## src/rtl/fg_param_ctrl_pkg.sv

```systemverilog
// Shared types and defaults for the function-generator parameter controller.
// Holds wave/FSM encodings, the configuration word layout and the step multiply.
package fg_pkg;

   localparam int unsigned DEF_DEBOUNCE_CYCLES = 1_000_000;
   localparam int unsigned DEF_FREQ_STEPS      = 10;
   localparam logic [31:0] DEF_FSTEP_WORD      = 32'd85899;

   typedef enum logic [1:0] {
      WAVE_SINE     = 2'd0,
      WAVE_SQUARE   = 2'd1,
      WAVE_TRIANGLE = 2'd2,
      WAVE_SAW      = 2'd3
   } wave_e;

   typedef enum logic [1:0] {
      ST_INIT = 2'd0,
      ST_IDLE = 2'd1,
      ST_HOLD = 2'd2
   } state_e;

   typedef struct packed {
      logic [3:0]  freq_idx;
      logic [31:0] freq_word;
      logic [1:0]  wave_sel;
   } cfg_t;

   // (idx+1)*step mod 2^32, written as idx*step + step to stay in 32 bits.
   function automatic logic [31:0] step_word(input logic [3:0] idx, input logic [31:0] step);
      return 32'(idx) * step + step;
   endfunction

endpackage

```

## src/rtl/fg_param_ctrl_if.sv

```systemverilog
// Configuration handshake from the parameter controller to the DDS core / LCD overlay.
// master drives the configuration and cfg_valid; slave returns cfg_ready.
interface fg_param_ctrl_if;

   logic        cfg_valid;
   logic        cfg_ready;
   logic [3:0]  freq_idx;
   logic [31:0] freq_word;
   logic [1:0]  wave_sel;

   modport master (
      output cfg_valid,
      output freq_idx,
      output freq_word,
      output wave_sel,
      input  cfg_ready
   );

   modport slave (
      input  cfg_valid,
      input  freq_idx,
      input  freq_word,
      input  wave_sel,
      output cfg_ready
   );

endinterface

```

## src/rtl/fg_param_ctrl_key_debounce.sv

```systemverilog
// Active-low key conditioner: 2-FF sync, stability counter, registered press pulse.
// Press pulse lands DEBOUNCE_CYCLES+2 edges after the raw key is first sampled low; no backpressure.
module key_debounce #(
   parameter int unsigned DEBOUNCE_CYCLES = 1_000_000
) (
   input  logic sys_clk,
   input  logic rst_n,
   input  logic key_in,
   output logic key_stable,
   output logic press_pulse
);

   localparam int unsigned CW = $clog2(DEBOUNCE_CYCLES + 1);

   logic [1:0]    sync_q;
   logic [CW-1:0] cnt_q;
   logic          stable_prev_q;

   always_ff @(posedge sys_clk or negedge rst_n) begin
      if (!rst_n) begin
         sync_q        <= 2'b11;
         cnt_q         <= '0;
         key_stable    <= 1'b1;
         stable_prev_q <= 1'b1;
         press_pulse   <= 1'b0;
      end else begin
         sync_q <= {sync_q[0], key_in};

         if (sync_q[1] == key_stable) begin
            cnt_q <= '0;
         end else if (cnt_q == CW'(DEBOUNCE_CYCLES - 1)) begin
            key_stable <= sync_q[1];
            cnt_q      <= '0;
         end else begin
            cnt_q <= cnt_q + CW'(1);
         end

         // Registered falling-edge detect on the debounced level; release is ignored.
         stable_prev_q <= key_stable;
         press_pulse   <= stable_prev_q & ~key_stable;
      end
   end

endmodule

```

## src/rtl/fg_param_ctrl.sv

```systemverilog
// Key-driven frequency/waveform controller; a key event updates the config one cycle later.
// Config is held on cfg_valid until cfg_ready; events arriving while a config is pending are dropped.
module fg_param_ctrl
   import fg_pkg::*;
#(
   parameter int unsigned DEBOUNCE_CYCLES = DEF_DEBOUNCE_CYCLES,
   parameter int unsigned FREQ_STEPS      = DEF_FREQ_STEPS,
   parameter logic [31:0] FSTEP_WORD      = DEF_FSTEP_WORD
) (
   input  logic            sys_clk,
   input  logic            rst_n,
   input  logic            freq_up_key,
   input  logic            freq_down_key,
   input  logic            wave_form_key,
   fg_param_ctrl_if.master cfg
);

   localparam logic [3:0] IDX_MAX = 4'(FREQ_STEPS - 1);

   logic       up_evt;
   logic       down_evt;
   logic       wave_evt;
   logic [2:0] stable_unused;

   key_debounce #(.DEBOUNCE_CYCLES(DEBOUNCE_CYCLES)) u_up_key (
      .sys_clk     (sys_clk),
      .rst_n       (rst_n),
      .key_in      (freq_up_key),
      .key_stable  (stable_unused[0]),
      .press_pulse (up_evt)
   );

   key_debounce #(.DEBOUNCE_CYCLES(DEBOUNCE_CYCLES)) u_down_key (
      .sys_clk     (sys_clk),
      .rst_n       (rst_n),
      .key_in      (freq_down_key),
      .key_stable  (stable_unused[1]),
      .press_pulse (down_evt)
   );

   key_debounce #(.DEBOUNCE_CYCLES(DEBOUNCE_CYCLES)) u_wave_key (
      .sys_clk     (sys_clk),
      .rst_n       (rst_n),
      .key_in      (wave_form_key),
      .key_stable  (stable_unused[2]),
      .press_pulse (wave_evt)
   );

   state_e state_q;
   state_e state_d;
   logic   armed_q;
   logic   load;
   cfg_t   cfg_q;
   cfg_t   cfg_d;

   // INIT waits one cycle after reset release so the first config appears on the 2nd edge.
   always_ff @(posedge sys_clk or negedge rst_n) begin
      if (!rst_n) begin
         state_q <= ST_INIT;
         armed_q <= 1'b0;
      end else begin
         state_q <= state_d;
         armed_q <= 1'b1;
      end
   end

   always_comb begin
      state_d = state_q;
      load    = 1'b0;
      unique case (state_q)
         ST_INIT: begin
            if (armed_q) state_d = ST_HOLD;
         end
         ST_IDLE: begin
            if (wave_evt || up_evt || down_evt) begin
               state_d = ST_HOLD;
               load    = 1'b1;
            end
         end
         ST_HOLD: begin
            if (cfg.cfg_ready) state_d = ST_IDLE;
         end
         default: state_d = ST_INIT;
      endcase
   end

   // Priority wave > up > down; saturated steps still reload so the LCD redraws.
   always_comb begin
      cfg_d = cfg_q;
      if (wave_evt) begin
         cfg_d.wave_sel = cfg_q.wave_sel + 2'd1;
      end else if (up_evt) begin
         if (cfg_q.freq_idx < IDX_MAX) cfg_d.freq_idx = cfg_q.freq_idx + 4'd1;
      end else if (down_evt) begin
         if (cfg_q.freq_idx != 4'd0) cfg_d.freq_idx = cfg_q.freq_idx - 4'd1;
      end
      cfg_d.freq_word = step_word(cfg_d.freq_idx, FSTEP_WORD);
   end

   always_ff @(posedge sys_clk or negedge rst_n) begin
      if (!rst_n) begin
         cfg_q.freq_idx  <= 4'd0;
         cfg_q.freq_word <= FSTEP_WORD;
         cfg_q.wave_sel  <= WAVE_SINE;
      end else if (load) begin
         cfg_q <= cfg_d;
      end
   end

   assign cfg.cfg_valid = (state_q == ST_HOLD);
   assign cfg.freq_idx  = cfg_q.freq_idx;
   assign cfg.freq_word = cfg_q.freq_word;
   assign cfg.wave_sel  = cfg_q.wave_sel;

endmodule

```

## src/flat_wrapper.sv

```systemverilog
// flat-port wrapper written by rule: the top's interface ports become plain ports
module fg_param_ctrl_flat import fg_pkg::*;
#(
   parameter int unsigned DEBOUNCE_CYCLES = DEF_DEBOUNCE_CYCLES,
   parameter int unsigned FREQ_STEPS      = DEF_FREQ_STEPS,
   parameter logic [31:0] FSTEP_WORD      = DEF_FSTEP_WORD
)
  (sys_clk, rst_n, freq_up_key, freq_down_key, wave_form_key, cfg_cfg_valid, cfg_freq_idx, cfg_freq_word, cfg_wave_sel, cfg_cfg_ready);
  fg_param_ctrl_if cfg_i ();
  input  logic sys_clk;
  input  logic rst_n;
  input  logic freq_up_key;
  input  logic freq_down_key;
  input  logic wave_form_key;
  output wire logic [$bits(cfg_i.cfg_valid)-1:0] cfg_cfg_valid;
  output wire logic [$bits(cfg_i.freq_idx)-1:0] cfg_freq_idx;
  output wire logic [$bits(cfg_i.freq_word)-1:0] cfg_freq_word;
  output wire logic [$bits(cfg_i.wave_sel)-1:0] cfg_wave_sel;
  input wire logic [$bits(cfg_i.cfg_ready)-1:0] cfg_cfg_ready;
  assign cfg_cfg_valid = cfg_i.cfg_valid;
  assign cfg_freq_idx = cfg_i.freq_idx;
  assign cfg_freq_word = cfg_i.freq_word;
  assign cfg_wave_sel = cfg_i.wave_sel;
  assign cfg_i.cfg_ready = cfg_cfg_ready;
  fg_param_ctrl #(.DEBOUNCE_CYCLES(DEBOUNCE_CYCLES), .FREQ_STEPS(FREQ_STEPS), .FSTEP_WORD(FSTEP_WORD)) u_core (.sys_clk(sys_clk), .rst_n(rst_n), .freq_up_key(freq_up_key), .freq_down_key(freq_down_key), .wave_form_key(wave_form_key), .cfg(cfg_i));
endmodule
```

## config.mk

```make
export PLATFORM = sky130hd
export DESIGN_NAME = fg_param_ctrl_flat
export DESIGN_NICKNAME = d
export VERILOG_FILES = /design/src/rtl/fg_param_ctrl_pkg.sv /design/src/rtl/fg_param_ctrl_if.sv /design/src/rtl/fg_param_ctrl_key_debounce.sv /design/src/rtl/fg_param_ctrl.sv /design/src/flat_wrapper.sv
export SDC_FILE = /design/constraint.sdc
export NUM_CORES = 1
export LEC_CHECK = 0
export BUFFER_PORTS_ARGS = -buffer_cell sky130_fd_sc_hd__buf_2
export CAP_MARGIN = 5
export CELL_PAD_IN_SITES_DETAIL_PLACEMENT = 0
export CELL_PAD_IN_SITES_GLOBAL_PLACEMENT = 1
export CORE_ASPECT_RATIO = 2
export CORE_UTILIZATION = 41
export CTS_CLUSTER_DIAMETER = 120
export DETAILED_ROUTE_END_ITERATION = 10
export PLACE_DENSITY = 0.78
export SLEW_MARGIN = 20
export SYNTH_ARGS = -nofsm -noshare
export SYNTH_HDL_FRONTEND = slang
export SYNTH_SLANG_ARGS = --single-unit
```

## constraint.sdc

```tcl
create_clock -name sys_clk -period 14 [get_ports sys_clk]
set_clock_uncertainty 0.1 [all_clocks]
set_input_delay 2.8 -clock sys_clk [delete_from_list [all_inputs] [get_ports sys_clk]]
set_output_delay 2.8 -clock sys_clk [all_outputs]
set_load 0.02 [all_outputs]
```

==> Word-level counts from Yosys, hierarchy flattened <==
Index checks and enable logic that the tools add are counted.
{ "totals": {"out_inout_bits": 39, "wordCells": 75, "ff_bits": 116, "in_bits": 6} }
{ "classes": {"n_reduce_logical": 9, "n_lt_le_gt_ge": 1, "mul": 1, "n_addsub": 7, "bitwise_logic": 9, "mux": 17, "n_eq_ne": 11} }
{ "op_table": {"columns": ["operator", "count"], "rows": [
  ["$mux 20", 6],
  ["$add 20x1->20 const B", 3],
  ["$eq 20x20->1 const B", 3],
  ["$add 21x17->22 const B", 1],
  ["$mul 4x17->21 const B", 1],
  ["$mux 4", 5],
  ["$reduce_and 2->1", 4],
  ["$mux 2", 3],
  ["$ne 2x1->1 const B", 3],
  ["$not 1->1", 6],
  ["$pmux 2 s3", 1],
  ["$add 4x1->4 const B", 1],
  ["$lt 4x4->1 const B", 1],
  ["$reduce_bool 4->1", 1],
  ["$sub 4x1->4 const B", 1],
  ["$and 1x1->1", 3],
  ["$eq 1x1->1", 3],
  ["$reduce_and 3->1", 1],
  ["$add 2x1->2 const B", 1],
  ["$eq 2x1->1 const B", 1],
  ["$eq 2x2->1 const B", 1],
  ["$logic_not 2->1", 1],
  ["$logic_or 1x1->1", 2],
  ["$mux 1", 2]
]} }

==> Logic depth before layout (Yosys ltp) <==
Gate-level depths: netlist of run 1.
{ "logic_depth": {"depth_word": 7, "ltp_mapped": 21, "ltp_nobuf": 20} }

==> By module <==
From an unflattened synthesis of run 1, not the netlist that was laid out.
{ "hier_totals": {"cells_unflattened": 663, "hier_area_um2": 6447.4} }
{ "by_module_without_submodules": {"columns": ["mod", "seq_area_each_um2", "instances", "area_per_inst_um2", "cells_each"], "rows": [
  ["key_debounce", 630.6, 3, 1176.1, 111],
  ["fg_param_ctrl", 788.3, 1, 2919.0, 330]
]} }

==> Worst setup path after synthesis of run 1 <==
No wires, ideal clock.
{ "synth_path": {"kind": "register to register", "start": "register, netlist name u_core.cfg.freq_idx[0]", "end": "register, netlist name u_core.cfg.freq_word[20]", "n_path_buf": 1, "stages_incl_launch_ff": 20, "period_less_slack_ps": 5202, "required_time_ps": 13805, "slack_ps": 8798, "setup_time_ps": 95, "arrival_time_ps": 5007, "path_cell_list": "dfrtp_1 -> clkbuf_1 -> inv_1 -> ha_1 -> nand3_1 -> a221oi_1 -> o21ai_1 -> inv_1 -> fa_1 -> inv_1 -> ha_1 -> ha_1 -> ha_1 -> a21o_1 -> a21o_1 -> a21oi_1 -> o21ai_0 -> nor4b_1 -> nor3_1 -> o31ai_1"} }

==> results.json, run 1 <==
{
  "timing.final.crit_share": 0.4039,
  "die-area_mm2": 0.01585,
  "crit_top_cell": "ha_1",
  "yosysMostFrequentCell": "dfrtp_1",
  "dp_worst_setup_slack_ns": 8.394,
  "cts_root_buf": "clkbuf_16",
  "ys_seq_area_frac": 0.4268,
  "slowest_delay_ns": 0.75,
  "yosysTopAreaCell": "dfrtp_1",
  "cts_resized": 0,
  "die_width_um": 89.51,
  "syn2layout_area_growth_pct": 9.743,
  "rsz0062_at_grt": "no",
  "hold_viol_final": 0,
  "htreeDepth": 3,
  "whs_ns": 0.2565,
  "clockBufferDepth": 2,
  "drc": 0,
  "muxShareOfSynthArea": 0.008567,
  "core_area_mm2": 0.01490,
  "worstSetupStartpointType": "flop",
  "cts_tree": "yes",
  "cts-buffers-inserted": 9,
  "post-dp-hpwl_mm": 10.56,
  "synth_simple_gate_area_frac": 0.2144,
  "rows": 63,
  "worst_ep_arrival_time_ns": 5.82,
  "netlist_area_mm2": 0.006280,
  "synth_top_family_by_area": "simple AND/OR/NAND/NOR gates",
  "ir_drop_mv": 0.07101,
  "pin_count": 45,
  "clk_latency_ns": 0.36,
  "p_leak_uw": 0.003340,
  "maxSlewHeadroom": 0.3730,
  "power_density_mw_per_mm2": 89.20,
  "final_nets": 742,
  "synth-compound-area-share": 0.1022,
  "antenna_found_initial": 0,
  "synth_top_area_share": 0.3347,
  "first_pass_iters": 4,
  "fin_cells": 884,
  "multi_input_area_mm2": 0.003357,
  "clkTransAtPathRegs_ns": 0.08,
  "critPathKind": "reg -> reg",
  "syn_inst": 659,
  "synthAdderAreaFrac": 0.1108,
  "worst-path-buf-inv": 3,
  "ys.flop_type": "dfrtp_1",
  "drive_above_1_share": 0.1263,
  "cp_top_family": "compound AO/OA/AOI/OAI gates",
  "max_freq_mhz": 176.8,
  "critPathMaxFanout": 11,
  "timing.final.max_slew_violations": 0,
  "yosysWarnings": 0,
  "gr-total-overflow": 0,
  "path_cells": "inv_1 -> ha_1 -> nand3_1 -> a221oi_1 -> o21ai_1 -> inv_1 -> fa_1 -> inv_1 -> ha_1 -> ha_1 -> ha_1 -> a21o_1 -> a21o_1 -> a21oi_1 -> o21ai_0 -> nor4b_1 -> nor3_1 -> o31ai_1",
  "first_global_vias": 4887,
  "viasPerCell": 5.386,
  "outcome": "finished, final reports clean",
  "yosys.area_share.xor_xnor": 0.09205,
  "end_kind": "flop",
  "ys_top_cells_by_area": "dfrtp_1, dfstp_2, ha_1, xnor2_1, nor2_1",
  "cp_slowest_cell": "o21ai_1",
  "via_count": 4761,
  "tns_ns": 0,
  "async_flop_share": 1.000,
  "min_period_ns": 5.655,
  "synth_common_cells": "dfrtp_1, nor2_1, nand2_1",
  "maxCapViolCount": 0,
  "synth.distinct_cells": 58,
  "drt_wl_total_mm": 13.99,
  "gr-usage-all-layers": 0.1947,
  "gp_congestion": 0.9361,
  "fin_area_mm2": 0.006892,
  "diodes": 0,
  "cts_setup_buffers": 0,
  "avgSynthCellArea_um2": 9.529,
  "seq_area_mm2": 0.002680,
  "die_h_um": 177.0,
  "tightest_slew_ns": 0.9343,
  "ant_nets": 0,
  "cts_num_sinks": 106,
  "grt_pass1_wl_mm": 23.11,
  "drt-initial-drc-count": 168,
  "wl_per_cell_um": 15.83,
  "finalSetupViolations": 0,
  "placedCellCount": 868,
  "place_area_mm2": 0.006578,
  "ctsHoldBuffers": 0,
  "cp.required_ns": 14.17,
  "nFillCells": 1452,
  "io_buffers": 34,
  "ys_seq_elements": 106,
  "finalWorstSetupSlack_ns": 8.345,
  "grt_max_degree": 65,
  "synth_edf_count": 0,
  "hold_path_class": "reg -> reg",
  "start_util": 0.4215
}
==> final timing paths <==
kind	startpoint	to	slack (ns)	depth (start not counted)
min in group asynchronous	rst_n	u_core.u_up_key.cnt_q[8]$_DFF_PN0_	2.34	1
setup reg to reg	u_core.cfg.freq_idx[0]$_DFFE_PN0P_	u_core.cfg.freq_word[20]$_DFFE_PN0P_	8.35	18
max in group asynchronous	rst_n	u_core.u_wave_key.cnt_q[7]$_DFF_PN0_	10.24	2
hold / removal	u_core.u_up_key.sync_q[0]$_DFF_PN1_	u_core.u_up_key.sync_q[1]$_DFF_PN1_	0.26	0
setup / recovery	u_core.cfg.freq_idx[0]$_DFFE_PN0P_	u_core.cfg.freq_word[20]$_DFFE_PN0P_	8.35	18
hold reg to reg	u_core.u_up_key.sync_q[0]$_DFF_PN1_	u_core.u_up_key.sync_q[1]$_DFF_PN1_	0.26	0
==> area by class of cell <==
type                       instances  area share
clock buffer                      10     0.03468
tap                              195     0.03540
sequential                       106      0.3889
timing repair buffer              36     0.02723
inverter                          29     0.01580
multi-input combinational        502      0.4871
clock inverter                     6     0.01089
==> layout by cell type, fill, tap and decap left out, drive strengths merged, types with 7 or more instances in the layout <==
master  instances
a21oi          21
xnor2          35
ha             46
buf            36
dfstp          22
o21ai          35
and3           24
nand3          40
dfrtp          84
nand2          57
xor2           31
clkbuf         10
nor3           11
nand4           8
or3            10
conb           11
nor2b           7
nor2           78
inv            30
a21o           10
and2            9
==> report_power, final <==
group / switching (uW) / total [uW] / leakage, uW / internal [uW]
Clock: 125 / 271 / 0.000151 / 146
Sequential: 4.72 / 317 / 0.00139 / 313
Combinational: 19.1 / 26.1 / 0.00180 / 7.02
Total: 149 / 615 / 0.00334 / 466
==> kinds of logic after synthesis <==
kind of cell,count (synthesis)
buffers and inverters,60
multiplexers,5
XOR/XNOR,66
AND/OR/NAND/NOR,270
other,2
flip-flops,106
AO/OA/AOI/OAI,98
adder cells (fa/ha/maj),52
==> registers in the layout, summed over array words and instances (netlist names) <==
register,cells
u_core.armed_q,1
u_core.cfg.freq_idx,4
u_core.cfg.freq_word,22
u_core.cfg.wave_sel,2
u_core.state_q,2
u_core.u_down_key.cnt_q,20
u_core.u_down_key.key_stable,1
u_core.u_down_key.press_pulse,1
u_core.u_down_key.stable_prev_q,1
u_core.u_down_key.sync_q,2
u_core.u_up_key.cnt_q,20
u_core.u_up_key.key_stable,1
u_core.u_up_key.press_pulse,1
u_core.u_up_key.stable_prev_q,1
u_core.u_up_key.sync_q,2
u_core.u_wave_key.cnt_q,20
u_core.u_wave_key.key_stable,1
u_core.u_wave_key.press_pulse,1
u_core.u_wave_key.stable_prev_q,1
u_core.u_wave_key.sync_q,2
==> routing by layer <==
| layer | vias to the layer above | share of wire | track usage |
|---|---|---|---|
| met5 | - | 0 | 0 |
| met3 | 53 | 0.027 | 0.03405 |
| met2 | 93 | 0.55 | 0.3473 |
| li1 | 2291 | - | - |
| met1 | 2324 | 0.35 | 0.1896 |
| met4 | 0 | 0.071 | 0.1528 |
==> worst reg2reg max path: stages (launching register included) <==
cell and delay (ns):
dfrtp_1 0.50, inv_1 0.15, ha_1 0.28, nand3_1 0.10, a221oi_1 0.08, o21ai_1 0.75
inv_1 0.42, fa_1 0.64, inv_1 0.06, ha_1 0.19, ha_1 0.28, ha_1 0.37
a21o_1 0.20, a21o_1 0.17, a21oi_1 0.21, o21ai_0 0.24, nor4b_1 0.46, nor3_1 0.10
o31ai_1 0.24
==> per-stage QoR <==
step / utilization / total power [uW]
floorplan: - / 339.7
global placement: 0.4415 / 349.5
detailed placement: 0.4415 / 350.7
CTS: 0.4626 / 624.5
global route: 0.4626 / 639.2
finish: 0.4626 / 614.7
Power figures use the tool's default switching activity.
==> run 2, diff against run 1 <==
Settings changed: ABC_AREA set to 1, PLACE_DENSITY 0.78 to 0.8.
Clock period 14 ns to 5.9 ns, I/O delays scaled along.
==> run 2 against run 1 <==
Effect of this change: clock-buffer cell count fell by 1; non-clock buffer count grew 1; first-iteration DRC count up 33%; cell count up 14%; critical path depth grew 5; die area increased by 1.6%; synthesized cell count is 16% higher; clock power is 150% higher; wire length grew 5.0%.
==> results.json, run 2 <==
{
  "async_flop_share": 1.000,
  "drt_wl_total_mm": 14.69,
  "gp_congestion": 0.9026,
  "tns_ns": 0,
  "yosysTopAreaCell": "dfrtp_1",
  "critPathMaxFanout": 15,
  "layout_common_cells": "nand2_1, inv_1, dfrtp_1, nor2_1, ha_1",
  "via_count": 5085,
  "avgSynthCellArea_um2": 8.362,
  "die_h_um": 178.4,
  "gr-usage-all-layers": 0.1985,
  "cts_setup_buffers": 0,
  "clockBufferDepth": 2,
  "crit_start": "u_core.cfg.freq_idx[1]$_DFFE_PN0P_",
  "ant_nets": 0,
  "regMostFlops": "u_core.cfg.freq_word",
  "outcome": "finished, final reports clean",
  "max_freq_mhz": 211.9,
  "final_nets": 860,
  "netlist_area_mm2": 0.006380,
  "cts_num_sinks": 106,
  "largest_reg_flops": 22,
  "power_density_mw_per_mm2": 209.4,
  "cts-buffers-inserted": 9,
  "p_total_uw": 1485,
  "drive_above_1_share": 0.1512,
  "maxSlewHeadroom": 0.4088,
  "rows": 64,
  "core_area_mm2": 0.01521,
  "clkTransAtPathRegs_ns": 0.08,
  "min_period_ns": 4.718,
  "post-dp-hpwl_mm": 11.49,
  "drt-initial-drc-count": 224,
  "ys_seq_elements": 106,
  "wl_per_cell_um": 14.61,
  "die_width_um": 90.21,
  "hold_path_class": "reg -> reg",
  "cts_resized": 0,
  "grt_pass1_wl_mm": 24.73,
  "r2r-start": "u_core.cfg.freq_idx[1]$_DFFE_PN0P_",
  "worstSetupStartpointType": "flop",
  "drc": 0,
  "first_global_vias": 5388,
  "synth_edf_count": 0,
  "maxCapViolCount": 0,
  "synth.distinct_cells": 45,
  "viasPerCell": 5.060,
  "synth_common_cells": "nand2_1, inv_1, dfrtp_1",
  "antenna_found_initial": 0,
  "first_pass_iters": 4,
  "rsz0062_at_grt": "no",
  "yosysWarnings": 0,
  "reg2reg_slack_ns": 1.18,
  "start_util": 0.4193,
  "ys_seq_area_frac": 0.4201,
  "whs_ns": 0.2578,
  "cp.required_ns": 6.08,
  "io_buffers": 34,
  "syn_inst": 763,
  "diodes": 0,
  "ctsHoldBuffers": 0,
  "clk_latency_ns": 0.36,
  "syn2layout_area_growth_pct": 11.20,
  "yosysMostFrequentCell": "nand2_1",
  "hp-start": "u_core.u_up_key.sync_q[0]$_DFF_PN1_",
  "grt_max_degree": 64,
  "critPathKind": "reg -> reg",
  "final_common_cell": "nand2_1",
  "ys.flop_type": "dfrtp_1",
  "ir_drop_mv": 0.1229,
  "pin_count": 45,
  "worst_ep_arrival_time_ns": 4.90,
  "synth_top_area_share": 0.3295,
  "htreeDepth": 3,
  "tightest_slew_ns": 0.8808,
  "cts_tree": "yes",
  "p_leak_uw": 0.003365,
  "end_kind": "flop",
  "fin_area_mm2": 0.007094,
  "ys_top_cells_by_area": "dfrtp_1, dfstp_2, ha_1, nand2_1, inv_1",
  "cts_root_buf": "clkbuf_16",
  "finalSetupViolations": 0,
  "gr-total-overflow": 0,
  "timing.final.max_slew_violations": 0,
  "place_area_mm2": 0.006756,
  "timing.final.crit_share": 0.7997,
  "hold_viol_final": 0,
  "die-area_mm2": 0.01609
}
[run 2: changes by cell type after synthesis, moves of 8 or more]
| cell | delta |
|---|---|
| xor2_1 | -13 |
| a21o_1 | -10 |
| inv_1 | +70 |
| nand3_2 | +9 |
| and3_1 | -21 |
| a21oi_1 | +24 |
| and2_1 | -9 |
| nand2_1 | +90 |
| xnor2_1 | -27 |
| or3_1 | -9 |
| o21ai_0 | +11 |
| nor2_2 | +11 |
| clkbuf_1 | -8 |
| nor2_1 | -9 |
[run 2: final timing paths]
| check | end | cells past startpoint |
|---|---|---|
| max | u_core.cfg.freq_word[20]$_DFFE_PN0P_ | 23 |
| min reg2reg | u_core.u_up_key.sync_q[1]$_DFF_PN1_ | 0 |
| max in group asynchronous | u_core.cfg.freq_word[16]$_DFFE_PN1P_ | 2 |
| min | u_core.u_up_key.sync_q[1]$_DFF_PN1_ | 0 |
| min in group asynchronous | u_core.u_up_key.cnt_q[17]$_DFF_PN0_ | 1 |
| max reg2reg | u_core.cfg.freq_word[20]$_DFFE_PN0P_ | 23 |
[run 2: power by group]
part	total, uW	switching (uW)	internal [uW]
sequential	749	7.80	742
clock	672	291	381
combinational	64.1	48.5	15.6
total	1490	347	1140
[run 2: per-stage QoR]
stage                     utilization  worst slack, ns  std cells
after CTS                      0.4663            1.170       1005
after global placement         0.4441            1.311        989
after detailed placement       0.4441            1.199        989
final                          0.4663            1.182       1005
after global routing           0.4663           0.7543       1005
after floorplan                     -            1.597        772
[run 2: logic make-up after synthesis]
group / synth area share
AND/OR/NAND/NOR: 0.2557
flip-flops: 0.4201
multiplexers: 0.005295
buffers and inverters: 0.07786
adder cells (fa/ha/maj): 0.1090
other: 0.001177
XOR/XNOR: 0.03569
AO/OA/AOI/OAI: 0.09512
[run 2: critical path, stage by stage (launching register included)]
cell and delay [ns]:
dfrtp_1 0.43, inv_1 0.11, ha_1 0.23, nand2_1 0.09, nand2_1 0.08, nand2_1 0.09, xor2_1 0.17, o221ai_1 0.14
o21ai_2 0.30, inv_1 0.31, fa_1 0.47, inv_1 0.06, ha_1 0.15, inv_1 0.06, fa_1 0.48, inv_1 0.05
ha_1 0.32, nand2_1 0.14, nor2_1 0.07, nand3_1 0.12, o21ai_0 0.10, a211oi_1 0.27, nand3_1 0.11, a31oi_1 0.18
[run 2: area by class of cell]
class / instances / area, um^2
fill: 1516 / 8120
multi-input combinational: 544 / 3243
sequential: 106 / 2680
inverter: 104 / 390.4
tap: 198 / 247.7
clock buffer: 9 / 225.2
timing repair buffer: 37 / 195.2
clock inverter: 7 / 112.6
[run 2: routing by layer]
metal	vias up	share of wire	wire (um)	GRT usage
met5	-	0	0	0
met4	0	0.061	896	0.1458
met3	49	0.018	263	0.02302
met2	84	0.57	8325	0.3874
met1	2391	0.35	5202	0.1871
li1	2561	-	-	-
